==> src/rtl/btn_pkg.sv <==
// -----------------------------------------------------------------------------
// btn_pkg
// Shared definitions for the push-button / DIP-switch reader.
//   btn_evt_e     : encoding of event_type_o (press, release, long press;
//                   2'b11 is reserved and never produced)
//   ms_tick_count : terminal count of the 1 ms prescaler for a clock given
//                   in MHz (the prescaler counts 0..terminal inclusive)
// -----------------------------------------------------------------------------
package btn_pkg;

  typedef enum logic [1:0] {
    BTN_EVT_PRESS   = 2'b00,
    BTN_EVT_RELEASE = 2'b01,
    BTN_EVT_LONG    = 2'b10
  } btn_evt_e;

  function automatic int unsigned ms_tick_count(input int unsigned clk_in_mhz);
    return clk_in_mhz * 1000 - 1;
  endfunction

endpackage

==> src/rtl/btn_debounce.sv <==
// -----------------------------------------------------------------------------
// btn_debounce
// One input channel of the button/switch reader: two-flop synchroniser,
// polarity normalisation, tick-based debounce counter, accepted level and
// registered one-cycle edge pulses. With BTN_LONG_PRESS_EN defined it also
// keeps a saturating hold counter and emits a single long-press pulse per
// press; without it long_o is constant 0 and LONG_PRESS_MS has no effect.
//
// Ports
//   clk_i     : system clock
//   rst_i     : synchronous reset, active-high
//   tick_i    : shared 1 ms tick, one cycle wide
//   raw_i     : raw asynchronous pin
//   stable_o  : debounced level, 1 = pressed
//   press_o   : one-cycle pulse in the cycle stable_o rises
//   release_o : one-cycle pulse in the cycle stable_o falls
//   long_o    : one-cycle pulse when the hold time is reached
// -----------------------------------------------------------------------------
module btn_debounce
  import btn_pkg::*;
#(
  parameter logic        INPUT_POLARITY = 1'b0,
  parameter int unsigned DEBOUNCE_MS    = 10,
  parameter int unsigned LONG_PRESS_MS  = 1000
) (
  input  logic clk_i,
  input  logic rst_i,
  input  logic tick_i,
  input  logic raw_i,
  output logic stable_o,
  output logic press_o,
  output logic release_o,
  output logic long_o
);

  localparam int unsigned CNT_W = $clog2(DEBOUNCE_MS + 1);

  logic             sync1_q;
  logic             sync2_q;
  logic             sync_n;
  logic [CNT_W-1:0] cnt_q;

  // Synchroniser flops come out of reset at the released pin level so that
  // leaving reset never looks like a press.
  always_ff @(posedge clk_i) begin
    if (rst_i) begin
      sync1_q <= ~INPUT_POLARITY;
      sync2_q <= ~INPUT_POLARITY;
    end else begin
      sync1_q <= raw_i;
      sync2_q <= sync1_q;
    end
  end

  // 1 = pressed, whatever the electrical polarity of the pin.
  assign sync_n = sync2_q ^ ~INPUT_POLARITY;

  // A changed level is accepted only after DEBOUNCE_MS consecutive ticks of
  // disagreement; any single cycle of agreement restarts the count, which
  // is what swallows contact bounce.
  always_ff @(posedge clk_i) begin
    if (rst_i) begin
      cnt_q     <= '0;
      stable_o  <= 1'b0;
      press_o   <= 1'b0;
      release_o <= 1'b0;
    end else begin
      press_o   <= 1'b0;
      release_o <= 1'b0;
      if (sync_n == stable_o) begin
        cnt_q <= '0;
      end else if (tick_i) begin
        if (cnt_q == CNT_W'(DEBOUNCE_MS - 1)) begin
          cnt_q     <= '0;
          stable_o  <= sync_n;
          press_o   <= sync_n;
          release_o <= ~sync_n;
        end else begin
          cnt_q <= cnt_q + CNT_W'(1);
        end
      end
    end
  end

`ifdef BTN_LONG_PRESS_EN
  localparam int unsigned HOLD_W = $clog2(LONG_PRESS_MS + 1);

  logic [HOLD_W-1:0] hold_q;

  // Hold counter saturates at LONG_PRESS_MS, so the pulse on the increment
  // that reaches it can only happen once until the button is released.
  always_ff @(posedge clk_i) begin
    if (rst_i) begin
      hold_q <= '0;
      long_o <= 1'b0;
    end else if (!stable_o) begin
      hold_q <= '0;
      long_o <= 1'b0;
    end else begin
      long_o <= 1'b0;
      if (tick_i && (hold_q != HOLD_W'(LONG_PRESS_MS))) begin
        hold_q <= hold_q + HOLD_W'(1);
        long_o <= (hold_q == HOLD_W'(LONG_PRESS_MS - 1));
      end
    end
  end
`else
  // No long-press detection in this build; the parameter is referenced only
  // so that it remains a legal but ignored setting.
  assign long_o = 1'b0 && (LONG_PRESS_MS != 0);
`endif

endmodule

==> src/rtl/btn_sw_reader.sv <==
// -----------------------------------------------------------------------------
// btn_sw_reader
// Reads NUM_INPUTS raw button/switch pins: synchronises and debounces each
// one on a shared 1 ms tick, publishes debounced levels and edge pulses, and
// queues press / release / long-press events into a valid/ready stream.
// Optional long-press detection is enabled by defining BTN_LONG_PRESS_EN.
//
// Ports
//   clk_i         : system clock
//   rst_i         : synchronous reset, active-high
//   btn_raw_i     : raw asynchronous pins
//   btn_state_o   : debounced levels, 1 = pressed
//   press_o       : one-cycle pulse per accepted press
//   release_o     : one-cycle pulse per accepted release
//   event_valid_o : event word available
//   event_ready_i : consumer accepts the event word
//   event_idx_o   : input index of the event
//   event_type_o  : 00 press, 01 release, 10 long press
//   overflow_o    : sticky, an event was dropped on a full pending bit
//   ovf_clr_i     : clears overflow_o
// -----------------------------------------------------------------------------
module btn_sw_reader
  import btn_pkg::*;
#(
  parameter int unsigned CLK_IN_MHZ     = 100,
  parameter int unsigned NUM_INPUTS     = 8,
  parameter logic        INPUT_POLARITY = 1'b0,
  parameter int unsigned DEBOUNCE_MS    = 10,
  parameter int unsigned LONG_PRESS_MS  = 1000,
  localparam int unsigned IDX_W = (NUM_INPUTS > 1) ? $clog2(NUM_INPUTS) : 1
) (
  input  logic                  clk_i,
  input  logic                  rst_i,
  input  logic [NUM_INPUTS-1:0] btn_raw_i,
  output logic [NUM_INPUTS-1:0] btn_state_o,
  output logic [NUM_INPUTS-1:0] press_o,
  output logic [NUM_INPUTS-1:0] release_o,
  output logic                  event_valid_o,
  input  logic                  event_ready_i,
  output logic [IDX_W-1:0]      event_idx_o,
  output logic [1:0]            event_type_o,
  output logic                  overflow_o,
  input  logic                  ovf_clr_i
);

  localparam int unsigned TICK_TC = ms_tick_count(CLK_IN_MHZ);
  localparam int unsigned PRE_W   = (TICK_TC > 0) ? $clog2(TICK_TC + 1) : 1;

  logic [PRE_W-1:0]      presc_q;
  logic                  tick;
  logic [NUM_INPUTS-1:0] long_pulse;

  logic [NUM_INPUTS-1:0] pend_press;
  logic [NUM_INPUTS-1:0] pend_rel;
  logic [NUM_INPUTS-1:0] pend_long;

  logic                  load_en;
  logic                  any_pend;
  logic [IDX_W-1:0]      sel_idx;
  logic [1:0]            sel_type;
  logic [NUM_INPUTS-1:0] sel_onehot;
  logic [NUM_INPUTS-1:0] clr_press;
  logic [NUM_INPUTS-1:0] clr_rel;
  logic [NUM_INPUTS-1:0] clr_long;
  logic [NUM_INPUTS-1:0] ovf_hit;

  // Free-running 1 ms prescaler; tick is its terminal count.
  assign tick = (presc_q == PRE_W'(TICK_TC));

  always_ff @(posedge clk_i) begin
    if (rst_i) begin
      presc_q <= '0;
    end else if (tick) begin
      presc_q <= '0;
    end else begin
      presc_q <= presc_q + PRE_W'(1);
    end
  end

  for (genvar gi = 0; gi < NUM_INPUTS; gi++) begin : g_in
    btn_debounce #(
      .INPUT_POLARITY (INPUT_POLARITY),
      .DEBOUNCE_MS    (DEBOUNCE_MS),
      .LONG_PRESS_MS  (LONG_PRESS_MS)
    ) u_db (
      .clk_i     (clk_i),
      .rst_i     (rst_i),
      .tick_i    (tick),
      .raw_i     (btn_raw_i[gi]),
      .stable_o  (btn_state_o[gi]),
      .press_o   (press_o[gi]),
      .release_o (release_o[gi]),
      .long_o    (long_pulse[gi])
    );
  end

  // The output register may take a new word when it is empty or when the
  // current word is being accepted this cycle, giving back-to-back events.
  assign load_en = !event_valid_o || event_ready_i;

  // Priority pick: the loop walks downwards so the lowest pending index is
  // the last writer. Within one index press beats long beats release.
  always_comb begin
    any_pend   = 1'b0;
    sel_idx    = '0;
    sel_type   = BTN_EVT_PRESS;
    sel_onehot = '0;
    for (int i = int'(NUM_INPUTS) - 1; i >= 0; i--) begin
      if (pend_press[i] || pend_long[i] || pend_rel[i]) begin
        any_pend      = 1'b1;
        sel_idx       = IDX_W'(i);
        sel_onehot    = '0;
        sel_onehot[i] = 1'b1;
        if (pend_press[i]) begin
          sel_type = BTN_EVT_PRESS;
        end else if (pend_long[i]) begin
          sel_type = BTN_EVT_LONG;
        end else begin
          sel_type = BTN_EVT_RELEASE;
        end
      end
    end
  end

  assign clr_press = (load_en && (sel_type == BTN_EVT_PRESS))   ? sel_onehot : '0;
  assign clr_long  = (load_en && (sel_type == BTN_EVT_LONG))    ? sel_onehot : '0;
  assign clr_rel   = (load_en && (sel_type == BTN_EVT_RELEASE)) ? sel_onehot : '0;

  // A pulse landing on a bit that is still set and not leaving this cycle
  // has nowhere to go and is lost.
  assign ovf_hit = (press_o    & pend_press & ~clr_press)
                 | (release_o  & pend_rel   & ~clr_rel)
                 | (long_pulse & pend_long  & ~clr_long);

  // Pending set: the loaded bit clears, a new pulse sets. A pulse on the bit
  // being loaded in the same cycle therefore keeps it set for a second event.
  always_ff @(posedge clk_i) begin
    if (rst_i) begin
      pend_press <= '0;
      pend_rel   <= '0;
      pend_long  <= '0;
    end else begin
      pend_press <= (pend_press & ~clr_press) | press_o;
      pend_rel   <= (pend_rel   & ~clr_rel)   | release_o;
      pend_long  <= (pend_long  & ~clr_long)  | long_pulse;
    end
  end

  // Event word register; contents only move when load_en allows, so the
  // word is frozen while the consumer stalls.
  always_ff @(posedge clk_i) begin
    if (rst_i) begin
      event_valid_o <= 1'b0;
      event_idx_o   <= '0;
      event_type_o  <= 2'b00;
    end else if (load_en) begin
      event_valid_o <= any_pend;
      if (any_pend) begin
        event_idx_o  <= sel_idx;
        event_type_o <= sel_type;
      end
    end
  end

  // Sticky overflow flag; a fresh overflow outranks a clear request.
  always_ff @(posedge clk_i) begin
    if (rst_i) begin
      overflow_o <= 1'b0;
    end else if (|ovf_hit) begin
      overflow_o <= 1'b1;
    end else if (ovf_clr_i) begin
      overflow_o <= 1'b0;
    end
  end

endmodule

==> config.mk <==
export PLATFORM = sky130hd
export DESIGN_NAME = btn_sw_reader
export DESIGN_NICKNAME = d
export VERILOG_FILES = /design/src/rtl/btn_pkg.sv /design/src/rtl/btn_debounce.sv /design/src/rtl/btn_sw_reader.sv
export SDC_FILE = /design/constraint.sdc
export NUM_CORES = 1
export LEC_CHECK = 0
export CAP_MARGIN = 20
export CORE_MARGIN = 2
export CORE_UTILIZATION = 40
export DETAILED_ROUTE_END_ITERATION = 10
export GPL_TIMING_DRIVEN = 1
export HOLD_SLACK_MARGIN = 0.06
export SYNTH_ARGS = -nofsm -noshare
export SYNTH_HDL_FRONTEND = slang
export SYNTH_SLANG_ARGS = --single-unit
==> constraint.sdc <==
create_clock -name clk_i -period 2.5 [get_ports clk_i]
set_input_delay 0.5 -clock clk_i [delete_from_list [all_inputs] [get_ports clk_i]]
set_output_delay 0.5 -clock clk_i [all_outputs]
set_load 0.01 [all_outputs]
==> metrics.md, run 1 <==
| Metric | Value |
|---|---|
| Htree depth | `4` |
| Leakage power | `about 0.0023 uW` |
| Die Width | `119 um` |
| Antenna cells | `0` |
| Slew margin rel. | `67.2%` |
| Largest net degree at the start of global routing | `44` |
| Row cnt | `42` |
| Final Max Tran Viols | `0` |
| Status | `completed` |
| Antenna viol nets, final | `0` |
| Sink Count | `120` |
| Yosys Warn Count | `0` |
| Most instantiated cells after synthesis | `120 x dfxtp_1, 85 x nor2_1, 59 x nand2_1` |
| Initial core utilization | `between 40% and 50%` |
| Vias | `4179` |
| GP Congestion | `a little under 0.9` |
| Sequential area share after synthesis | `~45%` |
| Worst setup SP type | `flip-flop` |
| Least-Margin Pin Slew | `between 0.4 and 0.5 ns` |
| HPWL after DPL | `8350 um` |
| Pwr dens | `between 700 and 800 nW/um^2` |
| Die area | `around 14000 um^2` |
| Initial antenna violation count | `0` |
| Power consumption | `4820 uW` |
| Root Driver | `clkbuf_16` |
| Vias in the first global route | `between 4000 and 5000` |
| Hold WC Path Type | `reg2reg` |
| Clock-pin slew on the worst setup and hold paths | `approximately 0.050 ns` |
| I/O Buffers | `42` |
| Max clock buf depth | `2` |
| Area grow syn2layout | `23.8%` |
| Average cell area after synthesis | `8.75 um^2` |
| EDFF count, synth | `0` |
| Synth unique cells | `52` |
| Share of cells above drive strength 1 | `~15%` |
| Tot GR Track Use | `~18%` |
| Fmax | `between 400 and 500 MHz` |
| Netlist Area Pre-Place | `approximately 5300 um^2` |
| # setup viols final | `0` |
| CTS tree | `yes` |
| Core area | `13100 um^2` |
| DR pass1 iterations | `4` |
| Dominant synthesized flop cell | `dfxtp_1` |
| Per-cell routed wire length | `about 14 um` |
| Final hold vios | `0` |
| Post-route DRC | `0` |
| Die height | `approximately 120 um` |
| Ports | `43` |
| Total Nets Final | `between 600 and 700` |
| Clock latency on the worst-skew pair | `between 0.4 and 0.5 ns` |
| Max-cap violations | `0` |
| Util after Layout | `50.0%` |
| Yosys top cell area share | `roughly 45%` |
| Global route overflow | `0` |
| Synth top area cells | `dfxtp_1 45%, nor2_1 6.0%, a21oi_1 4.8%, nand2_1 4.2%, buf_4 3.5%` |
| Syn nets | `a little over 600` |
| Worst Path Max Fanout | `5` |
| Critical path endpoint category | `flip-flop` |
| Critical Path AT | `2.59 ns` |
| Most common cell in the netlist | `dfxtp_1` |
| Cell taking the most area after synthesis | `dfxtp_1` |
| Setup CP Type | `reg2reg` |
| DRT Wirelength | `between 10000 and 15000 um` |
| Via density | `about 5.0` |
| First-pass GRT wire length | `~20000 um` |
| Final period utilization | `between 90% and 100%` |
| Num CTS Buffers | `17` |
| Mapped Cells | `604` |
| Drt initial violations | `about 180` |
| Final Critical Period | `2.32 ns` |
| Worst Clk Skew | `0.00694 ns` |
| TNS Setup | `0 ns` |
| Critical path required time | `2.78 ns` |
| Peak VDD IR | `roughly 0.44 mV` |
| #FFs+latches synth | `120` |
| Async set-or-reset flop fraction in the synthesized netlist | `0%` |
==> placed cells by master, fill, tap and decap left out, types with 10 or more instances in the layout <==
master,instances
or2_2,17
buf_4,18
nor3b_1,14
dfxtp_1,120
nor2b_1,12
nand3_1,20
a21oi_1,51
a211oi_1,10
nor2_1,85
nand2b_1,29
xnor2_1,21
xor2_1,18
o21ai_0,19
clkdlybuf4s50_1,41
clkbuf_16,17
nand2_1,59
==> final cells by class <==
cell class              count  area [um^2]
fillers                  1216         6540
multi-input cells         436         2620
flip-flops and latches    120         2400
repair buffers             62          591
clock buffers              20          467
clock inverters            12          220
well taps                 176          220
inverters                   7         26.3
==> power breakdown <==
group          total (uW)  internal (uW)  switching [uW]
Clock                2810           1940             863
Sequential           1940           1930            10.9
Combinational        70.7           37.4            33.2
==> flip-flops by register name (all words and copies together) (netlist names) <==
| signal | cells |
|---|---|
| event_idx_o | 3 |
| event_type_o | 2 |
| event_valid_o | 1 |
| g_in.u_db.cnt_q | 32 |
| g_in.u_db.press_o | 8 |
| g_in.u_db.release_o | 8 |
| g_in.u_db.stable_o | 8 |
| g_in.u_db.sync1_q | 8 |
| g_in.u_db.sync2_q | 8 |
| overflow_o | 1 |
| pend_long | 8 |
| pend_press | 8 |
| pend_rel | 8 |
| presc_q | 17 |
==> final timing paths <==
| path | startpoint | to | slack [ns] | depth (start not counted) |
|---|---|---|---|---|
| worst min-delay path | g_in[6].u_db.sync1_q | g_in[6].u_db.sync2_q | 0.41 | 1 |
| worst max register to register | pend_press[3] | overflow_o | 0.18 | 8 |
| worst min register to register | g_in[6].u_db.sync1_q | g_in[6].u_db.sync2_q | 0.41 | 1 |
| worst max-delay path | pend_press[3] | overflow_o | 0.18 | 8 |
==> cells by family after synthesis <==
| kind of cell | count (synthesis) | synth area share (%) |
|---|---|---|
| AO/OA/AOI/OAI | 105 | 12.3 |
| XOR/XNOR | 39 | 6.46 |
| adder cells (fa/ha/maj) | 1 | 0.237 |
| buffers and inverters | 48 | 5.68 |
| flip-flops | 120 | 45.4 |
| AND/OR/NAND/NOR | 291 | 29.9 |
==> metrics by stage <==
step / instances / hold slack (ns) / worst slack (ns) / area, um^2
floorplan: 604 / 0.389 / 0.474 / 5290
global placement: 800 / 0.392 / 0.107 / 5820
detailed placement: 800 / 0.392 / 0.105 / 5820
CTS: 832 / 0.405 / 0.0639 / 6500
global route: 833 / 0.417 / -0.00456 / 6540
finish: 833 / 0.406 / 0.182 / 6540
==> routing by layer <==
metal  share of wire (%)  vias up  GRT usage [%]
li1                    -     2121              -
met1                  46     1964           21.3
met2                  48       71           28.5
met3                 3.6       23           4.98
met4                 2.6        0           8.33
met5                   0        -              0
==> timing repair <==
| action | CTS | global route |
|---|---|---|
| setup endpoints to repair | 0 | 9 |
| resized for setup | 0 | 6 |
| hold buffers | 0 | 0 |
| buffers inserted | 0 | 1 |
==> worst max-delay path, stage by stage (launching register included) <==
cell and delay [ns]:
dfxtp_1 0.38, nor3_2 0.36, nand4_2 0.20, buf_4 0.20
nor3_2 0.34, a21o_2 0.19, o211ai_1 0.09, nor4_1 0.27
a41oi_1 0.14
Power figures use the tool's default switching activity.
==> run 2: changes to the inputs <==
Settings changed: CAP_MARGIN 20 to 10, CORE_ASPECT_RATIO set to 0.8.
==> run 2 against run 1 <==
Against the previous run:
- routed wire length fell by 0.32%
- non-clock buffer count rose by 5
- design area fell by 0.92%
- sequential power barely moved
- first-iteration DRC count rose by 81%
- critical path depth did not move
- sequential share of layout area rose by 0.34 points
==> metrics.md, run 2 (synthesis results as in run 1) <==
| Metric | Value |
|---|---|
| Final Max Tran Viols | `0 (unchanged)` |
| Max-cap violations | `0 (unchanged)` |
| Global route overflow | `0 (unchanged)` |
| Initial antenna violation count | `0 (unchanged)` |
| Sink Count | `120 (unchanged)` |
| Placed Area | `5860 um^2 (+0.75%)` |
| Most frequent cells in the layout | `120 x dfxtp_1, 85 x nor2_1, 59 x nand2_1` |
| DR pass1 iterations | `6 (+2)` |
| Core area | `12900 um^2 (-1.6%)` |
| Share of cells above drive strength 1 | `15.3% (+0.64 points)` |
| Slowest CP cell | `dfxtp_1` |
| Util after Layout | `50.4% (+0.37 points)` |
| Htree depth | `4 (unchanged)` |
| CTS tree | `yes` |
| Root Driver | `clkbuf_16` |
| Peak VDD IR | `0.491 mV (+11%)` |
| Worst Clk Skew | `0.00745 ns (+0.000506 ns)` |
| Fillers | `1197 (-1.6%)` |
| Reg area | `2400 um^2 (unchanged)` |
| Critical Path AT | `2.63 ns (+0.04 ns)` |
| Critical path endpoint category | `flip-flop` |
| # setup viols final | `0 (unchanged)` |
| Ports | `43 (unchanged)` |
| HPWL after DPL | `8260 um (-1.0%)` |
| Most common cell after layout, fill and taps aside | `dfxtp_1` |
| Worst Path Max Fanout | `9 (+4)` |
| Clock latency on the worst-skew pair | `0.41 ns (about the same)` |
| Setup CP Type | `reg2reg` |
| Area of the multi-input gates | `2610 um^2 (-0.24%)` |
| Die Width | `133 um (+11%)` |
| Initial core utilization | `41.1% (+0.68 points)` |
| Tot GR Track Use | `17.1% (-0.45 points)` |
| TNS Setup | `0 ns (unchanged)` |
| RSZ-0062 raised after global routing | `no` |
| Pwr dens | `686 nW/um^2 (-6.8%)` |
| Vias in the first global route | `3992 (-2.3%)` |
| Per-cell routed wire length | `13.8 um (-0.80%)` |
| First-pass GRT wire length | `19200 um (-1.9%)` |
| Die height | `107 um (-10%)` |
| Row cnt | `37 (-12%)` |
| Antenna cells | `0 (unchanged)` |
| Status | `completed` |
| Critical Path Max Stage Delay | `0.47 ns (+0.09 ns)` |
| I/O Buffers | `42 (unchanged)` |
| Largest net degree at the start of global routing | `33 (-25%)` |
| Area grow syn2layout | `22.6%` |
| GP Congestion | `0.852 (-1.8%)` |
| Top Registers | `g_in.u_db.cnt_q (32), presc_q (17)` |
| Least-Margin Pin Slew | `0.459 ns (-0.0332 ns)` |
| Register with the most flip-flops | `g_in.u_db.cnt_q` |
| Worst setup SP type | `flip-flop` |
| Post-CTS Setup Bufs | `0 (unchanged)` |
| Post-route DRC | `0 (unchanged)` |
| Final period utilization | `94.5% (+1.8 points)` |
| Clock-pin slew on the worst setup and hold paths | `0.05 ns (about the same)` |
| Max clock buf depth | `2 (unchanged)` |
| DRT Wirelength | `11600 um (-0.32%)` |
| Number of flip-flops in the largest register | `32 (unchanged)` |
| Final Critical Period | `2.36 ns (+0.0450 ns)` |
| Slew margin rel. | `69.4% (+2.2 points)` |
| Via density | `5.09 (+1.4%)` |
| Vias | `4259 (+1.9%)` |
| Critical path required time | `2.77 ns (about the same)` |
| Antenna viol nets, final | `0 (unchanged)` |
| Hold WC Path Type | `reg2reg` |
| Final hold vios | `0 (unchanged)` |
| Leakage power | `0.00231 uW (-0.84%)` |
| Fmax | `423 MHz (-1.9%)` |
| Num CTS Buffers | `17 (unchanged)` |
| Die area | `14200 um^2 (about the same)` |
| Drt initial violations | `322 (+81%)` |
| Design area | `6480 um^2 (-0.92%)` |
| Total Nets Final | `662 (+0.76%)` |
| Crit path cell chain | `nor2_1, a211oi_1, o211ai_2, a22oi_2, buf_4, a21oi_1, nor4_1, a41oi_1` |
-- run 2: cell count changes in the layout (fill, tap and decap cells not counted) --
cell,previous run,this run
inv_6,0,3
buf_4,18,23
clkbuf_8,3,2
nor3_2,5,6
clkinv_4,0,2
bufinv_16,6,2
nor3_4,5,4
-- run 2: where the power goes --
group          total, uW  internal, uW  switching, uW
Clock               2430          1530            906
Sequential          1940          1930           11.0
Combinational       73.4          38.4           35.0
-- run 2: area by class of cell --
| cell class | instances | area share, % |
|---|---|---|
| timing repair buffer | 67 | 9.69 |
| inverter | 7 | 0.405 |
| tap | 175 | 3.38 |
| clock inverter | 13 | 2.22 |
| sequential | 120 | 37.1 |
| clock buffer | 19 | 6.99 |
| multi-input combinational | 436 | 40.3 |
-- run 2: layer usage --
| metal | vias to the layer above | GRT usage, % | part of all wire (%) |
|---|---|---|---|
| met1 | 1969 | 23.1 | 50 |
| met5 | - | 0 | 0 |
| met2 | 128 | 27.1 | 44 |
| met3 | 15 | 3.59 | 5.2 |
| li1 | 2147 | - | - |
| met4 | 0 | 6.07 | 1.3 |
-- run 2: critical path: cells and delay by family (launching register included) --
kind | cells | cell delay (ns)
AND/OR/NAND/NOR | 2 | 0.39
buffers and inverters | 1 | 0.23
AO/OA/AOI/OAI | 5 | 1.13
flip-flops | 1 | 0.47
-- run 2: final timing paths --
kind / slack [ns] / to / startpoint / cells past startpoint
min: 0.41 / g_in[6].u_db.sync2_q / g_in[6].u_db.sync1_q / 1
min reg2reg: 0.41 / g_in[6].u_db.sync2_q / g_in[6].u_db.sync1_q / 1
max reg2reg: 0.14 / overflow_o / pend_long[2] / 8
max: 0.14 / overflow_o / pend_long[2] / 8
-- run 2: stage by stage --
stage / setup slack, ns / instances / hold WS (ns) / power (uW)
finish: 0.137 / 837 / 0.408 / 4450
global route: 0.00400 / 837 / 0.422 / 4590
CTS: 0.110 / 837 / 0.411 / 4490
detailed placement: 0.101 / 805 / 0.395 / 2060
global placement: 0.157 / 805 / 0.396 / 2050
floorplan: 0.474 / 604 / 0.389 / 2020
-- run 2: timing repair --
| action | CTS | global route |
|---|---|---|
| resized for setup | 0 | 5 |
| endpoints found under the setup margin | 0 | 11 |
| hold buffers | 0 | 0 |
==> run 3: changes to the inputs <==
Settings changed: CORE_UTILIZATION 40 to 55, PLACE_DENSITY set to 0.76.
==> run 3 against run 2 <==
Against the previous run:
- combinational power fell by 2%
- register-to-register slack better by 0.05 ns
- hold slack got worse by 0.0018 ns
- setup slack better by 0.046 ns
- die area decreased by 26%
- clock power up 5%
- sequential share of layout area is 0.60 points higher
- design area shrank 1.5%
- utilization grew 19 points
- non-clock buffer count is 9 lower
- clock skew fell by 0.00050 ns
- fmax is 2.0% higher
==> metrics.md, run 3 (synthesis results as in run 1) <==
| Metric | Value |
|---|---|
| Worst Path Max Fanout | `14 (+5)` |
| Num CTS Buffers | `17 (unchanged)` |
| Fmax | `432 MHz (+2.0%)` |
| DR pass1 iterations | `5 (-1)` |
| Comb power frac | `1.6% (about the same)` |
| Root Driver | `clkbuf_16` |
| Least-Margin Pin Slew | `0.488 ns (+0.0296 ns)` |
| Peak VDD IR | `0.646 mV (+32%)` |
| Critical Path AT | `2.58 ns (-0.05 ns)` |
| Vias in the first global route | `4017 (+0.63%)` |
| Util after Layout | `69.4% (+19 points)` |
| Via density | `5.50 (+8.1%)` |
| Initial antenna violation count | `0 (unchanged)` |
| Leakage power | `0.00228 uW (-1.2%)` |
| Cell internal pwr | `3660 uW (+4.8%)` |
| Total Nets Final | `653 (-1.4%)` |
| Design area | `6380 um^2 (-1.5%)` |
| Slowest CP cell | `dfxtp_1` |
| Final hold vios | `0 (unchanged)` |
| Number of flip-flops in the largest register | `32 (unchanged)` |
| Flop pwr share | `42.4% (-1.2 points)` |
| Per-cell routed wire length | `15.0 um (+8.7%)` |
| TNS Setup | `0 ns (unchanged)` |
| Placed cells | `736 (-8.6%)` |
| Final period utilization | `92.7% (-1.8 points)` |
| Max clock buf depth | `2 (unchanged)` |
| Initial core utilization | `57.5% (+16 points)` |
| Most frequent cells in the layout | `119 x dfxtp_1, 85 x nor2_1, 59 x nand2_1` |
| Worst setup SP type | `flip-flop` |
| Critical path endpoint category | `flip-flop` |
| Hold_buf cts | `0 (unchanged)` |
| Hold WC Path Type | `reg2reg` |
| Most common cell after layout, fill and taps aside | `dfxtp_1` |
| P_sw | `910 uW (-4.4%)` |
| Ports | `43 (unchanged)` |
| First-pass GRT wire length | `19400 um (+0.79%)` |
| Vias | `4223 (-0.85%)` |
| # setup viols final | `0 (unchanged)` |
| Worst Clk Skew | `0.00695 ns (-0.000501 ns)` |
| Register with the most flip-flops | `g_in.u_db.cnt_q` |
| Hold Slack | `0.406 ns (-0.00180 ns)` |
| Clk pwr share | `56.0% (+1.3 points)` |
| Critical path required time | `2.77 ns (about the same)` |
| Sink Count | `120 (unchanged)` |
| CP top delay family | `compound AO/OA/AOI/OAI gates` |
| Antenna viol nets, final | `0 (unchanged)` |
| HPWL after DPL | `7990 um (-3.3%)` |
| Largest net degree at the start of global routing | `31 (-6.1%)` |
| Pwr dens | `716 nW/um^2 (+4.5%)` |
| Crit path cell chain | `nor2_1, a211oi_1, o211ai_2, a22oi_2, buf_6, a31oi_1, a2111oi_2, a41oi_1` |
| CP Buf/Inv Count | `1 (unchanged)` |
| Tot GR Track Use | `23.4% (+6.3 points)` |
| Share of cells above drive strength 1 | `14.2% (-1.0 points)` |
| Final Critical Period | `2.32 ns (-0.0455 ns)` |
| Top Registers | `g_in.u_db.cnt_q (32), presc_q (17)` |
| Clock-pin slew on the worst setup and hold paths | `0.06 ns (about the same)` |
| Setup CP Type | `reg2reg` |
| Switch share | `19.9% (-1.5 points)` |
| Htree depth | `4 (unchanged)` |
| Non-filler cells, final | `768 (-8.2%)` |
| GP Congestion | `0.915 (+7.5%)` |
| I/O Buffers | `42 (unchanged)` |
| Post-route DRC | `0 (unchanged)` |
| Final Max Tran Viols | `0 (unchanged)` |
| Antenna cells | `0 (unchanged)` |
| RSZ-0062 raised after global routing | `no` |
| Die height | `91.7 um (-14%)` |
| Status | `completed` |
| Core area | `9190 um^2 (-29%)` |
| Placed Area | `5710 um^2 (-2.6%)` |
| Area grow syn2layout | `20.7%` |
| DRT Wirelength | `11500 um (-0.27%)` |
| Critical Path Max Stage Delay | `0.50 ns (+0.03 ns)` |
| Drt initial violations | `275 (-15%)` |
| Clock latency on the worst-skew pair | `0.41 ns (about the same)` |
| Row cnt | `31 (-16%)` |
| Die area | `10400 um^2 (-26%)` |
| Max-cap violations | `0 (unchanged)` |
| Die Width | `114 um (-14%)` |
| Global route overflow | `0 (unchanged)` |
| CTS tree | `yes` |
| Reg-to-reg slack, setup | `0.18 ns (+0.05 ns)` |
| Slew margin rel. | `67.4% (-2.0 points)` |
## run 3: layer usage
layer  GRT usage (%)  share of wire [%]  vias up
li1                -                  -     2119
met2            36.2                 46      120
met1            30.8                 46     1962
met3            5.68                6.0       22
met5               0                  0        -
met4            11.2                1.8        0
## run 3: power groups by stage
stage / Combinational [uW] / Clock, uW / Sequential (uW)
6_report: 71.6 / 2560 / 1940
5_1_grt: 79.7 / 2690 / 1940
4_1_cts: 72.5 / 2590 / 1940
3_5_place_dp: 72.2 / 0 / 1980
3_3_place_gp: 70.3 / 0 / 1980
2_1_floorplan: 45.3 / 0 / 1980
## run 3: stage by stage
step	worst slack [ns]	total power, uW
3_5_place_dp	0.126	2050
6_report	0.183	4570
4_1_cts	0.102	4610
2_1_floorplan	0.474	2020
3_3_place_gp	0.159	2050
5_1_grt	0.00657	4710
## run 3: path summary, 6_finish.rpt
path / to / depth (start not counted) / startpoint
max: overflow_o / 8 / pend_press[2]
min: g_in[2].u_db.sync2_q / 1 / g_in[2].u_db.sync1_q
max reg2reg: overflow_o / 8 / pend_press[2]
min reg2reg: g_in[2].u_db.sync2_q / 1 / g_in[2].u_db.sync1_q
## run 3: layout make-up
class,count,area (um^2)
fill,716,2810
clock buffer,21,450
clock inverter,11,171
timing repair buffer,58,552
tap,115,144
inverter,7,26.3
sequential,120,2400
multi-input combinational,436,2640
## run 3: repair_timing
item	in CTS	in global routing
setup endpoints to repair	0	12
setup buffers	0	0
resized for setup	0	14
